===== src/rtl/barrett_2237_pkg.sv =====
// barrett_2237_pkg: constants and residue type for the mod-2237 Barrett reducer.
package barrett_2237_pkg;
  localparam int unsigned Q = 2237;
  localparam int unsigned K = 12;
  localparam int unsigned M = 7499;
  localparam int unsigned IN_W = 23;
  localparam int unsigned Q1_W = 12;
  localparam int unsigned Q2_W = 25;
  localparam int unsigned R_W = 14;
  typedef logic [K-1:0] residue_t;
endpackage


===== src/rtl/barrett_for_2237_if.sv =====
// barrett_for_2237_if: operand in / residue out bundle for the reducer.
interface barrett_for_2237_if;
  import barrett_2237_pkg::*;
  logic [IN_W-1:0] din_a;
  residue_t dout_r;
  modport master (output din_a, input dout_r);
  modport slave (input din_a, output dout_r);
endinterface


===== src/rtl/barrett_2237_core.sv =====
// barrett_2237_core: combinational x mod 2237 via Barrett estimate and two corrections.
module barrett_2237_core
  import barrett_2237_pkg::*;
(
  input  logic [IN_W-1:0] x,
  output residue_t        r
);
  logic [Q1_W-1:0] q1;
  logic [Q2_W-1:0] q2;
  logic [Q1_W-1:0] q3;
  logic [IN_W-1:0] q3q;
  logic [R_W-1:0] r0, r1;
  always_comb begin
    q1 = x[IN_W-1:K-1];
    q2 = Q2_W'(q1) * Q2_W'(M);
    q3 = Q1_W'(q2 >> (K + 1));
    q3q = IN_W'(q3) * IN_W'(Q);
    // estimate undershoots by at most 2Q, so r0 fits in 14 bits
    r0 = R_W'(x - q3q);
    r1 = (r0 >= R_W'(Q)) ? r0 - R_W'(Q) : r0;
    r = K'((r1 >= R_W'(Q)) ? r1 - R_W'(Q) : r1);
  end
endmodule


===== src/rtl/barrett_for_2237.sv =====
// barrett_for_2237: registered mod-2237 reducer, one result per clock, latency 1.
module barrett_for_2237
  import barrett_2237_pkg::*;
(
  input  logic                  clk,
  input  logic                  rst,
  barrett_for_2237_if.slave     bus
);
  residue_t res, dout_d, dout_q;
  barrett_2237_core u_core (.x(bus.din_a), .r(res));
  always_comb dout_d = rst ? '0 : res;
  always_ff @(posedge clk) dout_q <= dout_d;
  assign bus.dout_r = dout_q;
endmodule


===== src/flat_wrapper.sv =====
// flat-port wrapper written by rule: the top's interface ports become plain ports
module barrett_for_2237_flat import barrett_2237_pkg::*;
  (clk, rst, bus_din_a, bus_dout_r);
  barrett_for_2237_if bus_i ();
  input  logic clk;
  input  logic rst;
  input wire logic [$bits(bus_i.din_a)-1:0] bus_din_a;
  output wire logic [$bits(bus_i.dout_r)-1:0] bus_dout_r;
  assign bus_i.din_a = bus_din_a;
  assign bus_dout_r = bus_i.dout_r;
  barrett_for_2237 u_core (.clk(clk), .rst(rst), .bus(bus_i));
endmodule

===== config.mk =====
export PLATFORM = sky130hd
export DESIGN_NAME = barrett_for_2237_flat
export DESIGN_NICKNAME = d
export VERILOG_FILES = /design/src/rtl/barrett_2237_pkg.sv /design/src/rtl/barrett_for_2237_if.sv /design/src/rtl/barrett_2237_core.sv /design/src/rtl/barrett_for_2237.sv /design/src/flat_wrapper.sv
export SDC_FILE = /design/constraint.sdc
export NUM_CORES = 1
export LEC_CHECK = 0
export CORE_AREA = 2 2 117 119
export CTS_CLUSTER_SIZE = 30
export DETAILED_ROUTE_END_ITERATION = 8
export DIE_AREA = 0 0 119 121
export PLACE_DENSITY_LB_ADDON = 0.3
export SLEW_MARGIN = 20
export SYNTH_ARGS = -nofsm -noshare
export SYNTH_HDL_FRONTEND = slang
export SYNTH_SLANG_ARGS = --single-unit

===== constraint.sdc =====
create_clock -name clk -period 14.9 [get_ports clk]
set_input_delay 3.725 -clock clk [delete_from_list [all_inputs] [get_ports clk]]
set_output_delay 3.725 -clock clk [all_outputs]
set_load 0.005 [all_outputs]

# Yosys cells after proc, flatten, opt, wreduce, memory -nomap -nowiden
# Cells that the tools add are included.
# Widths: inputs -> output; s select.
[word_totals] register_bits=12 inputBits=25 out_inout_bits=12 wordCells=10
[op_classes] addsub=3 multipliers=2 magnitude_cmp=2 mux=2
[ops] op="$ge 14x12->1 const B" count=2
[ops] op="$mul 12x13->25 const B" count=1
[ops] op="$mul 12x12->14 const B" count=1
[ops] op="$mux 14" count=1
[ops] op="$sub 14x12->14 const B" count=1
[ops] op="$sub 14x14->14" count=1
[ops] op="$mux 12" count=1
[ops] op="$sub 12x12->12 const B" count=1

# Logic depth before layout (Yosys ltp)
# Gate-level depths: netlist (run 1).
[depth] ltp_word=7 mapped_depth=51 mapped_depth_nobuf=47

# By module
# A second synthesis (run 1) with hierarchy kept.
[hier_totals] hier_cells=865 hier_area_um2=7309.5
[by_module_without_submodules] module="barrett_2237_core" instances=1 cells_each=840 area_each_um2=6942.9 seq_area_each_um2=0.0
[by_module_without_submodules] module="barrett_for_2237" instances=1 cells_each=25 area_each_um2=366.6 seq_area_each_um2=240.2

# Worst setup path after synthesis (run 1)
# OpenSTA, ideal clock, no wires.
[synth_path] path_kind="input to register" startpoint="in bus_din_a[21]" endpoint="reg u_core.dout_q[8], in the netlist u_core.bus.dout_r[8]" setup_time_ns=0.123 t_arrival_ns=14.067 t_required_ns=14.777 path_slack_ns=0.710 stages=50 n_path_buf=3 cell_sequence="inv_1 > ha_1 > fa_1 > fa_1 > inv_1 > fa_1 > inv_1 > fa_1 > inv_1 > ha_1 > nand4_1 > nor2_1 > a31oi_4 > nand2_4 > a21oi_1 > nor2b_1 > nor2_1 > inv_1 > [14 not listed] > a21oi_1 > nor2_1 > a31o_2 > o21a_1 > xnor2_1 > xnor3_1 > xnor3_1 > and2_1 > buf_6 > buf_6 > nand2_1 > o21ai_0 > ha_1 > o311a_1 > nor4_4 > o21a_2 > nand2_1 > mux2_1"
[synth_via] elab_chain_cells=7 word_cells_on_any_way=9 cone_classes="add/sub: 3; mul: 2; order compare: 2; mux: 2"
[synth_rtl] element="start, declared" line_no="flat_wrapper.sv:7" rtl="input wire logic [$bits(bus_i.din_a)-1:0] bus_din_a;"
[synth_rtl] element="$mul 12x13->25 (*)" line_no="barrett_2237_core.sv:15" rtl="q2 = Q2_W'(q1) * Q2_W'(M);"
[synth_rtl] element="$mul 12x12->14 (*)" line_no="barrett_2237_core.sv:17" rtl="q3q = IN_W'(q3) * IN_W'(Q);"
[synth_rtl] element="$sub 14x14->14 (*)" line_no="barrett_2237_core.sv:19" rtl="r0 = R_W'(x - q3q);"
[synth_rtl] element="$sub 14x12->14 or $ge 14x12->1 (tied branches)" line_no="barrett_2237_core.sv:20" rtl="r1 = (r0 >= R_W'(Q)) ? r0 - R_W'(Q) : r0;"
[synth_rtl] element="$mux 14 (*)" line_no="barrett_2237_core.sv:20"
[synth_rtl] element="$sub 12x12->12 or $ge 14x12->1 (tied branches)" line_no="barrett_2237_core.sv:21" rtl="r = K'((r1 >= R_W'(Q)) ? r1 - R_W'(Q) : r1);"
[synth_rtl] element="$mux 12 (*)" line_no="barrett_2237_core.sv:21"
[synth_rtl] element="end signal, assigned" line_no="barrett_for_2237.sv:12" rtl="always_ff @(posedge clk) dout_q <= dout_d;"
[synth_rtl] element="end, declared" line_no="barrett_for_2237.sv:9" rtl="residue_t res, dout_d, dout_q;"
# Mark *: on every way between the ends. The rest lies on a longest branch, timed or not.
# A chain may end at the register's enable or synchronous reset.

# Final worst setup path (run 1)
[layout_path] startpoint="in bus_din_a[21]" endpoint="reg u_core.dout_q[1], in the netlist u_core.bus.dout_r[1]"
# Same word-level chain as after synthesis.

==> results of run 1 <==
## worst max path at each step
stage / start / endpoint
2_1_floorplan: bus_din_a[21] / u_core.bus.dout_r[8]$_SDFF_PP0_
3_3_place_gp: bus_din_a[22] / u_core.bus.dout_r[1]$_SDFF_PP0_
3_5_place_dp: bus_din_a[22] / u_core.bus.dout_r[1]$_SDFF_PP0_
4_1_cts: bus_din_a[22] / u_core.bus.dout_r[1]$_SDFF_PP0_
5_1_grt: bus_din_a[21] / u_core.bus.dout_r[1]$_SDFF_PP0_
6_report: bus_din_a[21] / u_core.bus.dout_r[1]$_SDFF_PP0_
## cell usage in the layout (no fill, tap or decap), types with 3 or more instances in the layout
cell type          n
a21oi_1           35
ha_1             137
buf_4             28
xnor3_1            4
nand2b_1           5
nand2_1           31
nand3_1            8
clkbuf_16          3
xor2_1            14
xnor2_1           32
o211ai_1           4
nor2_1            37
fa_1              92
o21ai_0           16
or3_1              3
inv_1            223
o21ai_1            5
a21oi_2            4
nand4_1            8
and2_1             3
nor2b_1            3
or2_2              4
o31ai_1            5
o21a_1            13
a31oi_1            3
clkdlybuf4s50_1   34
a211oi_1           9
nor3_1            20
dfxtp_1           12
and3_1             4
a21o_1             7
a22oi_1            3
## layout make-up
class / count / area, µm² / area share (%)
repair buffers: 64 / 576 / 7.22
inverters: 225 / 845 / 10.6
well taps: 176 / 220 / 2.76
multi-input cells: 575 / 6010 / 75.3
clock buffers: 4 / 88.8 / 1.11
flip-flops and latches: 12 / 240 / 3.01
## per-layer routing
layer	track usage, %	routed length, µm	vias to the layer above
li1	-	-	2789
met1	29.3	7060	2607
met2	36.1	6780	132
met3	1.93	470	32
met4	5.21	371	0
met5	0	0	-
## cell families (layout without fill, tap and decap cells)
| family | Yosys count | in the layout |
|---|---|---|
| DFF | 12 | 12 |
| buffers and inverters | 239 | 293 |
| xor gates and xnor gates | 52 | 52 |
| AOI/OAI and AO/OA | 144 | 144 |
| adders and majority gates | 233 | 233 |
| muxes | 4 | 4 |
| and+or+nand+nor | 142 | 142 |
## stage by stage
stage / TNS, ns / util (%) / cell area, µm²
floorplan: 0 / - / 7090
global placement: 0 / 59.5 / 7790
detailed placement: -0.301 / 59.5 / 7790
CTS: 0 / 60.2 / 7880
global route: 0 / 61.0 / 7980
finish: 0 / 61.0 / 7980
## timing repair
action | 4_1_cts | 5_1_grt
gates resized for setup | 0 | 21
setup buffers | 0 | 1
setup endpoints to repair | 0 | 12
hold buffers | 0 | 0
==> load_flow_metrics.sql, run 1 <==
INSERT INTO impl_metrics (metric_group, metric, value, unit) VALUES
('grt', 'grt_pass1_wl', '25.3', 'mm'),
('die', 'placement_rows', '42', ''),
('placed_design', 'dp_hpwl', '13.0', 'mm'),
('worst_setup_path', 'crit_required', '15.05', 'ns'),
('timing', 'slew_viol_final', '0', ''),
('finish', 'drive_above_1_share', '8.07', '%'),
('timing', 'achievable-frequency', '70.0', 'MHz'),
('synth', 'yosys.area.top_type', 'fa_1', ''),
('synth', 'compound_cell_area_share_of_the_yosys_netlist', '14.5', '%'),
('finish', 'number_of_flip_flops_under_the_largest_register_name', '12', ''),
('clocking', 'cts_buffers', '3', ''),
('worst_setup_path', 'worstSetupPathType', 'input port to flop', ''),
('worst_setup_path', 'cp_data_arrival_time', '14.44', 'ns'),
('clocking', 'clock-sinks', '12', ''),
('placed_design', 'port-buffer-count', '36', ''),
('die', 'io_pins', '37', ''),
('synth', 'synth.area.top_cells', 'fa_1 26%, ha_1 25%, inv_1 12%', ''),
('routing', 'post-route-drc-count', '0', ''),
('synth', 'seq_area_frac_synth', '3.39', '%'),
('routing', 'detailedRoute.firstIterationViolations', '425', ''),
('placed_design', 'gp_congestion', '0.943', ''),
('die', 'core_region_area', '13100', 'µm²'),
('clocking', 'path_clk_slew', '0.04', 'ns'),
('die', 'floorplan.initialDensity', '54.2', '%'),
('synth', 'ys_seq_elements', '12', ''),
('worst_setup_path', 'worstPathBufferInverterCount', '13', ''),
('die', 'die-area', '14400', 'µm²'),
('grt', 'pin_count_of_the_biggest_net_entering_global_routing', '15', ''),
('worst_hold_path', 'hold-path-endpoint', 'u_core.bus.dout_r[9]$_SDFF_PP0_', ''),
('synth', 'muxShareOfSynthArea', '0.653', '%'),
('clocking', 'clk_root_buffer_cell', 'clkbuf_16', ''),
('synth', 'synth_common_cells', '224 x inv_1, 141 x ha_1, 92 x fa_1, 38 x a21oi_1, 37 x nor2_1', ''),
('routing', 'via_per_inst', '5.27', ''),
('timing', 'worst-slew-pin-transition', '0.686', 'ns'),
('worst_hold_path', 'launch_point_of_the_worst_hold_path', 'rst', ''),
('synth', 'synthFlopType', 'dfxtp_1', ''),
('timing', 'grt_setup_unrepaired', 'no', ''),
('worst_setup_path', 'cp_common_cell', 'fa_1', ''),
('synth', 'yosysMostFrequentCell', 'inv_1', ''),
('synth', 'mappedNetlistNets', '1084', ''),
('timing', 'final-hold-violation-count', '0', ''),
('timing', 'timing.final.crit_share', '95.9', '%'),
('timing', 'period_minus_slack', '14.29', 'ns'),
('worst_setup_path', 'crit_path_max_delay_family', 'adder cells', ''),
('routing', 'first_pass_iters', '5', ''),
('clocking', 'cts_max_path_buffers', '2', ''),
('routing', 'ant_nets', '0', ''),
('worst_setup_path', 'timing.critical_path.to_type', 'flop', ''),
('finish', 'antenna-diode-count', '0', ''),
('worst_setup_path', 'critical_path_startpoint_category', 'input port', ''),
('worst_setup_path', 'critical_path_depth', '42', ''),
('worst_hold_path', 'worst_hold_path.num_cells', '2', ''),
('finish', 'fill_cells', '1158', ''),
('synth', 'post_synth_instance_area', '7090', 'µm²'),
('run', 'number_of_maximum_capacitance_violations', '0', ''),
('grt', 'first_global_vias', '5561', ''),
('placed_design', 'dpl_worst_slack', '-0.132', 'ns'),
('placed_design', 'dp_cells', '1051', ''),
('clocking', 'clock_tree_from_tritoncts', 'done', ''),
('timing', 'slew_headroom', '54.2', '%'),
('synth', 'netlist_instances', '826', ''),
('timing', 'final-setup-viol-count', '0', ''),
('worst_hold_path', 'hold_path_class', 'input port to flop', ''),
('synth', 'synth_top_family_by_area', 'adder cells', ''),
('status', 'status', 'completed', ''),
('synth', 'yosys.area_share.xor_xnor', '7.20', '%'),
('timing', 'timing.final.ws_setup', '0.610', 'ns'),
('worst_setup_path', 'slowest_stage', 'fa_1', ''),
('timing', 'worst_hold_slack_after_final_layout', '4.40', 'ns'),
('grt', 'gr-usage-all-layers', '21.2', '%'),
('synth', 'synth_async_sr_flop_share', '0', '%');
Power of run 1 is not shown: default switching activity piles up to over one toggle a cycle in this logic, so the estimate is an artifact.
==> inputs of run 2 (changes only) <==
--- a/config.mk
+++ b/config.mk
@@ -5,12 +5,13 @@
 export SDC_FILE = /design/constraint.sdc
 export NUM_CORES = 1
 export LEC_CHECK = 0
-export CORE_AREA = 2 2 117 119
+export CORE_AREA = 2 2 119 121
 export CTS_CLUSTER_SIZE = 30
 export DETAILED_ROUTE_END_ITERATION = 8
-export DIE_AREA = 0 0 119 121
+export DIE_AREA = 0 0 121 123
 export PLACE_DENSITY_LB_ADDON = 0.3
 export SLEW_MARGIN = 20
 export SYNTH_ARGS = -nofsm -noshare
 export SYNTH_HDL_FRONTEND = slang
+export SYNTH_HIERARCHICAL = 1
 export SYNTH_SLANG_ARGS = --single-unit
==> run 2 against run 1 <==
Net effect: sequential cell count unchanged; non-clock buffer count up 91; critical path type unchanged; final cell count up 13%; largest cell class unchanged.
==> load_flow_metrics.sql, run 2 <==
INSERT INTO impl_metrics (metric_group, metric, value, unit) VALUES
('worst_setup_path', 'timing.critical_path.from', 'bus_din_a[20]', ''),
('die', 'placement_rows', '43', ''),
('grt', 'pin_count_of_the_biggest_net_entering_global_routing', '13', ''),
('die', 'core_region_area', '13600', 'µm²'),
('finish', 'most_common_cell_after_layout_fill_and_taps_aside', 'inv_1', ''),
('synth', 'mappedNetlistNets', '1123', ''),
('timing', 'achievable-frequency', '68.8', 'MHz'),
('placed_design', 'dp_hpwl', '14.8', 'mm'),
('die', 'floorplan.initialDensity', '53.7', '%'),
('worst_setup_path', 'critical_path.max_stage_delay', '0.56', 'ns'),
('routing', 'num_vias', '6255', ''),
('timing', 'timing.final.crit_share', '97.6', '%'),
('synth', 'yosys.area.top_type', 'fa_1', ''),
('die', 'die-area', '14900', 'µm²'),
('routing', 'first_pass_iters', '4', ''),
('clocking', 'cts_max_level', '1', ''),
('timing', 'worst-slew-pin-transition', '0.708', 'ns'),
('timing', 'slew_headroom', '52.6', '%'),
('status', 'status', 'completed', ''),
('grt', 'grt_pass1_wl', '28.3', 'mm'),
('worst_hold_path', 'hold_path_class', 'input port to flop', ''),
('worst_hold_path', 'launch_point_of_the_worst_hold_path', 'rst', ''),
('grt', 'gr-total-overflow', '0', ''),
('placed_design', 'dpl_worst_slack', '-0.264', 'ns'),
('synth', 'synth-edff-count', '0', ''),
('worst_setup_path', 'critPathMaxFanout', '5', ''),
('timing', 'period_minus_slack', '14.54', 'ns'),
('clocking', 'clk_root_buffer_cell', 'clkbuf_16', ''),
('timing', 'slew_viol_final', '0', ''),
('worst_setup_path', 'cp_data_arrival_time', '14.67', 'ns'),
('grt', 'gr-usage-all-layers', '23.3', '%'),
('synth', 'synth-warning-count', '6', ''),
('grt', 'antenna_found_initial', '0', ''),
('synth', 'synth_top_family_by_area', 'adder cells', ''),
('placed_design', 'gp_congestion', '0.940', ''),
('run', 'number_of_maximum_capacitance_violations', '0', ''),
('synth', 'seq_area_frac_synth', '3.29', '%'),
('synth', 'synth-adder-area-share', '49.3', '%'),
('clocking', 'clock_tree_from_tritoncts', 'done', ''),
('synth', 'synth.area.top_cells', 'fa_1 25%, ha_1 24%, inv_1 12%', ''),
('finish', 'area_growth', '24.3', '%'),
('clocking', 'path_clk_slew', '0.04', 'ns'),
('grt', 'first_global_vias', '6502', ''),
('die', 'die_w', '121', 'µm'),
('synth', 'yosysMostFrequentCell', 'inv_1', ''),
('synth', 'muxShareOfSynthArea', '0.548', '%'),
('synth', 'syn-mean-instance-area', '8.45', 'µm²'),
('synth', 'post_synth_instance_area', '7310', 'µm²'),
('routing', 'wire_per_inst', '14.1', 'µm'),
('finish', 'antenna-diode-count', '0', ''),
('finish', 'final_net_count', '1275', ''),
('synth', 'yosysTopAreaCellShare', '25.2', '%'),
('finish', 'number_of_flip_flops_under_the_largest_register_name', '12', ''),
('clocking', 'cts_max_path_buffers', '2', ''),
('die', 'io_pins', '37', ''),
('synth', 'post_synth_and_or_nand_nor_area_fraction', '13.2', '%'),
('synth', 'ys_seq_elements', '12', ''),
('routing', 'ant_nets', '0', ''),
('die', 'vertical_die_dimension', '123', 'µm'),
('worst_setup_path', 'slowest_stage', 'fa_1', ''),
('worst_setup_path', 'critical_path_startpoint_category', 'input port', ''),
('synth', 'yosys.area_share.xor_xnor', '6.45', '%'),
('timing', 'timing.final.ws_setup', '0.361', 'ns'),
('worst_setup_path', 'worstSetupPathType', 'input port to flop', ''),
('synth', 'synthFlopType', 'dfxtp_1', ''),
('clocking', 'cts_buffers', '3', ''),
('placed_design', 'port-buffer-count', '36', ''),
('routing', 'via_per_inst', '5.23', ''),
('worst_setup_path', 'timing.critical_path.to_type', 'flop', ''),
('clocking', 'clock-sinks', '12', ''),
('finish', 'drive_above_1_share', '18.7', '%'),
('synth', 'synth_common_cells', '227 x inv_1, 141 x ha_1, 92 x fa_1, 45 x nand2_1, 42 x a21oi_1', ''),
('worst_setup_path', 'crit_required', '15.03', 'ns'),
('finish', 'fill_cells', '1113', ''),
('routing', 'post-route-drc-count', '0', ''),
('synth', 'netlist_instances', '865', ''),
('timing', 'final-setup-viol-count', '0', ''),
('routing', 'detailedRoute.firstIterationViolations', '237', ''),
('timing', 'final-hold-violation-count', '0', ''),
('routing', 'routed_wl', '16.9', 'mm'),
('synth', 'synth_async_sr_flop_share', '0', '%'),
('synth', 'ys_types', '78', ''),
('finish', 'final_cell_mix', '226 x inv_1, 134 x ha_1, 116 x buf_4', ''),
('synth', 'compound_cell_area_share_of_the_yosys_netlist', '15.0', '%');
## run 2: cell types whose count changed after synthesis, moves of 5 or more
cell     change
nand2_1     +14
nor2b_2      +8
o21ai_0      +5
xnor2_1      -8
xor2_1       +5
## run 2: final timing paths
check | to | slack [ns] | cells past startpoint
worst max-delay path | u_core/bus.dout_r[9]$_SDFF_PP0_ | 0.36 | 42
worst min-delay path | u_core/bus.dout_r[7]$_SDFF_PP0_ | 4.51 | 2
## run 2: cell type report
cell class,count,area (µm²),share of cell area [%]
Timing Repair Buffer,155,1270,14.0
Sequential cell,12,240,2.64
Inverter,227,852,9.38
Clock buffer,4,88.8,0.978
Multi-Input combinational cell,618,6410,70.5
Tap cell,180,225,2.48
## run 2: what timing repair did
| action | CTS | global route |
|---|---|---|
| pin swaps | 0 | 23 |
| resized for setup | 3 | 42 |
| setup endpoints to repair | 2 | 12 |
| hold buffers | 0 | 0 |
| buffers inserted | 0 | 10 |
## run 2: through the flow
stage | cell area, µm² | util, % | hold WS (ns) | std cells | TNS, ns
2_1_floorplan | 7330 | - | 3.93 | 865 | 0
3_3_place_gp | 8690 | 63.9 | 4.43 | 1182 | -0.103
3_5_place_dp | 8690 | 63.9 | 4.43 | 1182 | -0.939
4_1_cts | 8780 | 64.5 | 4.53 | 1186 | 0
5_1_grt | 9080 | 66.7 | 4.56 | 1196 | -0.110
6_report | 9080 | 66.7 | 4.51 | 1196 | 0
## run 2: critical path: cells and delay by family
family	cells	cell delay (ns)
adder cells (fa/ha/maj)	12	5.33
AO/OA/AOI/OAI	13	2.95
AND/OR/NAND/NOR	4	1.13
buffers and inverters	11	1.22
XOR/XNOR	2	0.28
## run 2: kinds of logic after synthesis
| group | after synthesis |
|---|---|
| XOR/XNOR | 49 |
| flip-flops | 12 |
| buffers and inverters | 235 |
| AO/OA/AOI/OAI | 153 |
| AND/OR/NAND/NOR | 179 |
| multiplexers | 4 |
| adder cells (fa/ha/maj) | 233 |
## run 2: metal layers
metal  track usage, %  wire (µm)  up-vias
met2             45.7       8900      116
met3             1.75        381       32
met4             5.60        509        0
met5                0          0        -
li1                 -          -     3134
met1             27.5       7110     2973
Power of run 2 is left out for the same reason.
